File: src/rtl/font_char_sequencer_if.sv
// -----------------------------------------------------------------------------
// font_char_sequencer_if
//   Groups the two requester handshakes that feed font_char_sequencer.
//   Port 0 is the host requester, port 1 is the auto/demo requester.
//
//   Signals:
//     req0_valid / req0_char / req0_ready : host port handshake
//     req1_valid / req1_char / req1_ready : auto/demo port handshake
//
//   Modports:
//     master : requester side (drives valid/char, receives ready)
//     slave  : sequencer side (receives valid/char, drives ready)
// -----------------------------------------------------------------------------
interface font_char_sequencer_if;
  logic       req0_valid;
  logic [7:0] req0_char;
  logic       req0_ready;
  logic       req1_valid;
  logic [7:0] req1_char;
  logic       req1_ready;

  modport master (
    output req0_valid, req0_char, req1_valid, req1_char,
    input  req0_ready, req1_ready
  );

  modport slave (
    input  req0_valid, req0_char, req1_valid, req1_char,
    output req0_ready, req1_ready
  );
endinterface

File: src/rtl/font_char_sequencer.sv
// -----------------------------------------------------------------------------
// font_char_sequencer
//   Merges characters from two requesters (round-robin) into a shared FIFO and
//   presents them one at a time on ascii_value, changing only on frame_start
//   and holding each character for HOLD_FRAMES frames.
//
//   Parameters:
//     HOLD_FRAMES  : frames each character is held (1..255)
//     FIFO_DEPTH   : shared queue depth (power of two, 2..16)
//     DEFAULT_CHAR : ascii_value after reset
//
//   Ports:
//     clk          : system clock, rising edge
//     rst          : asynchronous active-high reset
//     frame_start  : one-cycle pulse at the start of each VGA frame
//     req          : requester handshakes (slave modport)
//     ascii_value  : registered character to the font renderer
//     char_strobe  : one-cycle pulse when ascii_value takes a new value
//     fifo_count   : current queue occupancy
//     busy         : high while holding a character or the queue is non-empty
//
//   Build option:
//     FONT_SEQ_PRINTABLE_FILTER_EN : when defined, characters outside
//       8'h20..8'h7E are replaced by 8'h3F ('?') at push time.
// -----------------------------------------------------------------------------
module font_char_sequencer #(
  parameter int unsigned HOLD_FRAMES  = 60,
  parameter int unsigned FIFO_DEPTH   = 4,
  parameter logic [7:0]  DEFAULT_CHAR = 8'h20
) (
  input  logic                          clk,
  input  logic                          rst,
  input  logic                          frame_start,
  font_char_sequencer_if.slave          req,
  output logic [7:0]                    ascii_value,
  output logic                          char_strobe,
  output logic [$clog2(FIFO_DEPTH):0]   fifo_count,
  output logic                          busy
);

  localparam int unsigned  PW          = $clog2(FIFO_DEPTH);
  localparam int unsigned  CW          = PW + 1;
  localparam logic [CW-1:0] FULL_COUNT = CW'(FIFO_DEPTH);
  localparam logic [7:0]   HOLD_RELOAD = 8'(HOLD_FRAMES - 1);

  typedef enum logic {IDLE, HOLD} state_t;

  state_t        state, next_state;
  logic [7:0]    hold_cnt, next_hold_cnt;
  logic [7:0]    next_ascii;
  logic          last_grant;   // 1 = port 1 was granted last
  logic [7:0]    mem [FIFO_DEPTH];
  logic [PW-1:0] wr_ptr, rd_ptr;
  logic          can_accept, grant0, grant1, push, pop;
  logic [7:0]    raw_char, push_char;

  // ---------------------------------------------------------------------------
  // Arbiter: grants come from registered count and last_grant only, so a pop
  // in the same cycle never frees a slot for a push.
  // ---------------------------------------------------------------------------
  assign can_accept = !rst && (fifo_count != FULL_COUNT);
  assign grant0     = can_accept && req.req0_valid && (!req.req1_valid || last_grant);
  assign grant1     = can_accept && req.req1_valid && (!req.req0_valid || !last_grant);
  assign req.req0_ready = grant0;
  assign req.req1_ready = grant1;
  assign push       = grant0 || grant1;
  assign raw_char   = grant0 ? req.req0_char : req.req1_char;

`ifdef FONT_SEQ_PRINTABLE_FILTER_EN
  assign push_char  = (raw_char >= 8'h20 && raw_char <= 8'h7E) ? raw_char : 8'h3F;
`else
  assign push_char  = raw_char;
`endif

  // ---------------------------------------------------------------------------
  // Display FSM, next-state / output logic
  // ---------------------------------------------------------------------------
  always_comb begin
    // NOTE: every signal gets a default before any branch, so no latch can be
    // inferred when a path leaves it unassigned.
    next_state    = state;
    next_hold_cnt = hold_cnt;
    next_ascii    = ascii_value;
    pop           = 1'b0;
    if (frame_start) begin
      unique case (state)
        IDLE: begin
          if (fifo_count != '0) begin
            pop           = 1'b1;
            next_ascii    = mem[rd_ptr];
            next_hold_cnt = HOLD_RELOAD;
            next_state    = HOLD;
          end
        end
        HOLD: begin
          if (hold_cnt != 8'd0) begin
            next_hold_cnt = hold_cnt - 8'd1;
          end else if (fifo_count != '0) begin
            pop           = 1'b1;
            next_ascii    = mem[rd_ptr];
            next_hold_cnt = HOLD_RELOAD;
          end else begin
            next_state    = IDLE;
          end
        end
        default: next_state = IDLE;
      endcase
    end
  end

  // ---------------------------------------------------------------------------
  // State, pointers, count and arbitration history
  // ---------------------------------------------------------------------------
  always_ff @(posedge clk or posedge rst) begin
    // NOTE: state registers use non-blocking assignments so every flop samples
    // the pre-edge values regardless of statement order.
    if (rst) begin
      state       <= IDLE;
      hold_cnt    <= 8'd0;
      ascii_value <= DEFAULT_CHAR;
      char_strobe <= 1'b0;
      wr_ptr      <= '0;
      rd_ptr      <= '0;
      fifo_count  <= '0;
      last_grant  <= 1'b1;
    end else begin
      state       <= next_state;
      hold_cnt    <= next_hold_cnt;
      ascii_value <= next_ascii;
      char_strobe <= pop;
      if (push) begin
        wr_ptr     <= wr_ptr + PW'(1);
        last_grant <= grant1;
      end
      if (pop) rd_ptr <= rd_ptr + PW'(1);
      unique case ({push, pop})
        2'b10:   fifo_count <= fifo_count + CW'(1);
        2'b01:   fifo_count <= fifo_count - CW'(1);
        default: fifo_count <= fifo_count;
      endcase
    end
  end

  // NOTE: the storage array has no reset; validity is tracked by the pointers
  // and count, so clearing the contents would only add reset fan-out.
  always_ff @(posedge clk) begin
    if (push) mem[wr_ptr] <= push_char;
  end

  assign busy = (state == HOLD) || (fifo_count != '0);

endmodule

File: src/flat_wrapper.sv
// flat-port wrapper written by rule: the top's interface ports become plain ports
module font_char_sequencer_flat 
#(
  parameter int unsigned HOLD_FRAMES  = 60,
  parameter int unsigned FIFO_DEPTH   = 4,
  parameter logic [7:0]  DEFAULT_CHAR = 8'h20
)
  (clk, rst, frame_start, ascii_value, char_strobe, fifo_count, busy, req_req0_valid, req_req0_char, req_req1_valid, req_req1_char, req_req0_ready, req_req1_ready);
  font_char_sequencer_if req_i ();
  input  logic clk;
  input  logic rst;
  input  logic frame_start;
  output logic [7:0] ascii_value;
  output logic char_strobe;
  output logic [$clog2(FIFO_DEPTH):0] fifo_count;
  output logic busy;
  input wire logic [$bits(req_i.req0_valid)-1:0] req_req0_valid;
  input wire logic [$bits(req_i.req0_char)-1:0] req_req0_char;
  input wire logic [$bits(req_i.req1_valid)-1:0] req_req1_valid;
  input wire logic [$bits(req_i.req1_char)-1:0] req_req1_char;
  output wire logic [$bits(req_i.req0_ready)-1:0] req_req0_ready;
  output wire logic [$bits(req_i.req1_ready)-1:0] req_req1_ready;
  assign req_i.req0_valid = req_req0_valid;
  assign req_i.req0_char = req_req0_char;
  assign req_i.req1_valid = req_req1_valid;
  assign req_i.req1_char = req_req1_char;
  assign req_req0_ready = req_i.req0_ready;
  assign req_req1_ready = req_i.req1_ready;
  font_char_sequencer #(.HOLD_FRAMES(HOLD_FRAMES), .FIFO_DEPTH(FIFO_DEPTH), .DEFAULT_CHAR(DEFAULT_CHAR)) u_core (.clk(clk), .rst(rst), .frame_start(frame_start), .req(req_i), .ascii_value(ascii_value), .char_strobe(char_strobe), .fifo_count(fifo_count), .busy(busy));
endmodule
File: config.mk
export PLATFORM = sky130hd
export DESIGN_NAME = font_char_sequencer_flat
export DESIGN_NICKNAME = d
export VERILOG_FILES = /design/src/rtl/font_char_sequencer_if.sv /design/src/rtl/font_char_sequencer.sv /design/src/flat_wrapper.sv
export SDC_FILE = /design/constraint.sdc
export NUM_CORES = 1
export LEC_CHECK = 0
export ABC_AREA = 1
export BUFFER_PORTS_ARGS = -buffer_cell sky130_fd_sc_hd__buf_2
export CORE_MARGIN = 2
export CORE_UTILIZATION = 35
export DETAILED_ROUTE_END_ITERATION = 6
export MAX_ROUTING_LAYER = met4
export PLACE_DENSITY_LB_ADDON = 0.25
export SLEW_MARGIN = 40
export SYNTH_ARGS = -nofsm -noshare
export SYNTH_HDL_FRONTEND = slang
export SYNTH_SLANG_ARGS = --single-unit
File: constraint.sdc
create_clock -name clk -period 4 [get_ports clk]
set_input_delay 0.6 -clock clk [delete_from_list [all_inputs] [get_ports clk]]
set_output_delay 0.6 -clock clk [all_outputs]
set_load 0.01 [all_outputs]
==> impl_metrics.csv <==
group,metric,value,unit
outcome,status,"finished clean",
floorplanning,die_w,92.5,um
layout,final-seq-area,1610,um^2
setup_path,worstSetupEndpointType,"flop",
synth,ys_ff_latch,58,
global_route,grt-ovfl-total,0,
setup_path,reg2reg_slack,1580,ps
synth,synth_area_leader_cell,"edfxtp_1",
drt,ant_nets,0,
cts,cts_tree,"built",
layout,fin_nets,358,
synth,synth_top_area_share,35.0,%
drt,routedWlPerCell,12.5,um
global_route,grt_max_degree,28,
sta,finalSetupViolations,0,
global_route,grt_pass1_vias,1906,
floorplanning,initial_utilization,35.9,%
cts,clkSinkCount,58,
sta,final_hold_viol_count,0,
floorplanning,rows,32,
layout,drive_gt1_share,21.9,%
sta,fin_setup_tns,0,ps
cts,ctsResizeCount,0,
power,comb_power_share,29.1,%
cts,clk_root_buffer_cell,"clkbuf_8",
sta,rsz0062_at_grt,"no",
sta,period_minus_slack,2420,ps
setup_path,r2r-end,"u_core.fifo_count[2]$_DFFE_PP0P_",
layout,multiInputGateArea,966,um^2
global_route,grt_pass1_wl,9000,um
power,p_int,1.48,mW
setup_path,cp-start-kind,"flop",
sta,max_freq,0.414,GHz
synth,synth.net_count,315,
cts,cts_buffers,9,
placement,dp_hpwl,3760,um
placement,portBuffers,35,
cts,post_cts_buffers,0,
sta,fin_crit_sh,60.4,%
synth,synth.top_cells.by_area,"edfxtp_1 35%, dfrtp_1 22%, nand2_1 12%, nor2_1 4.5%, inv_1 4.1%",
sta,skew,7.05,ps
drt,wl,5450,um
setup_path,worstPathArrival,2640,ps
synth,yosysWarnings,0,
cts,worstSkewPairLatency,340,ps
setup_path,required,4220,ps
power,power_switching,808,uW
synth,ys_seq_area_share,58.9,%
sta,slew_viol_final,0,
sta,whs,308,ps
power,power_frac_seq,41.5,%
global_route,grt_usage,14.1,%
synth,avgSynthCellArea,9.59,um^2
cts,clk_pin_slew_worst_paths,70,ps
drt,drc,0,
layout,fin_util,42.8,%
setup_path,critical_path_class,"reg2reg",
cts,htreeDepth,3,
drt,vias,1959,
flow_run,cap_violations,0,
floorplanning,pin_count,36,
power,ir_drop,223,uV
sta,worst_pin_slew,777,ps
setup_path,worstRegToRegCells,12,
drt,drt_iter0_markers,49,
layout,fillers,753,
floorplanning,dieArea,8560,um^2
setup_path,crit_fanout,12,
layout,antenna_cells,0,
setup_path,r2r-start,"u_core.hold_cnt[0]$_DFFE_PP0P_",
floorplanning,core-area,7650,um^2
drt,drt_first_pass_iters,4,
synth,synth_cells,286,
cts,clockBufferDepth,2,
global_route,antenna_found_initial,0,
drt,vias_per_cell,4.49,
layout,area_growth,19.3,%
synth,syn_area,2740,um^2
synth,synthDistinctLibCells,28,
floorplanning,die_h,92.5,um
cts,holdBufCountCts,0,
power,clkPwrFrac,29.4,%
power,p_per_area,700,nW/um^2
sta,maxSlewHeadroom,48.0,%
placement,routabilityCongestion,0.797,
min_path,hp-class,"in2async",
power,p_leak,1.54,nW
power,switching_share,35.3,%
## cell type report
class	count	area share, %
Inverter	33	3.79
Timing Repair Buffer	37	5.81
Multi-Input combinational cell	190	29.5
Clock inverter	7	3.83
Clock buffer	9	3.79
Sequential cell	58	49.3
Tap cell	102	3.90
## metal layers
metal / global-route usage (%) / up-vias / routed length (um)
li1: - / 1012 / -
met3: 4.23 / 6 / 177
met1: 18.5 / 913 / 2730
met5: - / - / 0
met2: 21.0 / 28 / 2460
met4: 4.85 / 0 / 78
## registers in the layout, indices dropped and copies added (netlist names)
name / count
u_core.state: 1
u_core.wr_ptr: 2
u_core.hold_cnt: 8
u_core.ascii_value: 8
u_core.fifo_count: 3
u_core.mem: 32
u_core.char_strobe: 1
u_core.last_grant: 1
u_core.rd_ptr: 2
## cells in the mapped netlist
master,instances
a21oi_1,2
a31o_2,1
buf_2,2
buf_6,3
dfrtp_1,24
dfstp_2,2
edfxtp_1,32
fa_1,1
ha_1,7
inv_1,30
inv_2,3
nand2_1,87
nand2_2,3
nand2_4,1
nand3_1,8
nand4_1,3
nor2_1,33
nor2_2,3
nor2_4,3
o211ai_1,1
o21a_1,1
o21ai_0,19
o21ai_1,1
o21ai_2,1
o21ai_4,1
o22ai_1,8
xnor2_1,1
xor2_1,5
## cell usage in the layout, fill, tap and decap left out, types with 2 or more instances in the layout
| cell type | instances |
|---|---|
| nand2_1 | 87 |
| nor2_4 | 3 |
| ha_1 | 7 |
| o22ai_1 | 8 |
| buf_2 | 35 |
| o21ai_0 | 19 |
| nand3_1 | 8 |
| xor2_1 | 5 |
| edfxtp_1 | 32 |
| dfstp_2 | 2 |
| dfrtp_1 | 24 |
| nand2_2 | 3 |
| buf_4 | 2 |
| clkbuf_8 | 9 |
| a21oi_1 | 2 |
| nor2_2 | 5 |
| bufinv_16 | 3 |
| inv_1 | 30 |
| inv_2 | 3 |
| nand4_1 | 3 |
| nor2_1 | 31 |
| clkinv_4 | 3 |
## per-stage QoR
stage	instances	cell area, um^2	power (mW)	setup WS, ps
final	436	3270	2.29	1580
after global routing	436	3270	2.46	1290
after CTS	436	3270	2.31	1580
after detailed placement	420	3020	1.63	1340
after global placement	420	3020	1.62	1380
after floorplan	286	2740	1.43	1490
## power groups by stage
stage          Clock (mW)  Sequential [mW]  Combinational [mW]
3_5_place_dp            0            0.960               0.674
4_1_cts             0.683            0.949               0.676
5_1_grt             0.708            0.974               0.774
3_3_place_gp            0            0.960               0.659
6_report            0.673            0.949               0.667
2_1_floorplan           0            0.939               0.495
## logic make-up (layout without fill, tap and decap cells)
| kind of cell | count (synthesis) | in the layout | share of synthesized area [%] |
|---|---|---|---|
| flops | 58 | 58 | 58.9 |
| compound gates | 35 | 35 | 7.62 |
| xor+xnor | 6 | 6 | 1.92 |
| buf+inv | 38 | 86 | 6.11 |
| simple gates | 141 | 141 | 21.6 |
| fa+ha+maj | 8 | 8 | 3.92 |
## worst max-delay path by stage
stage	start	to	slack (ps)	depth (start not counted)
global route	u_core.hold_cnt[0]$_DFFE_PP0P_	u_core.fifo_count[2]$_DFFE_PP0P_	1290	12
floorplan	rst	u_core.fifo_count[2]$_DFFE_PP0P_	1490	10
detailed placement	rst	u_core.fifo_count[2]$_DFFE_PP0P_	1340	13
CTS	u_core.hold_cnt[0]$_DFFE_PP0P_	u_core.fifo_count[2]$_DFFE_PP0P_	1580	12
global placement	rst	u_core.fifo_count[2]$_DFFE_PP0P_	1380	13
finish	u_core.hold_cnt[0]$_DFFE_PP0P_	u_core.fifo_count[2]$_DFFE_PP0P_	1580	12
## critical path, cell delays in order (launching register included)
cell	delay, ps
dfrtp_1	390
inv_1	100
ha_1	160
nand2_1	110
nor2_4	180
o21ai_4	130
inv_2	210
ha_1	180
inv_1	70
fa_1	370
a21oi_1	140
o21ai_0	110
xor2_1	150
(Power assumes the default switching activity.)
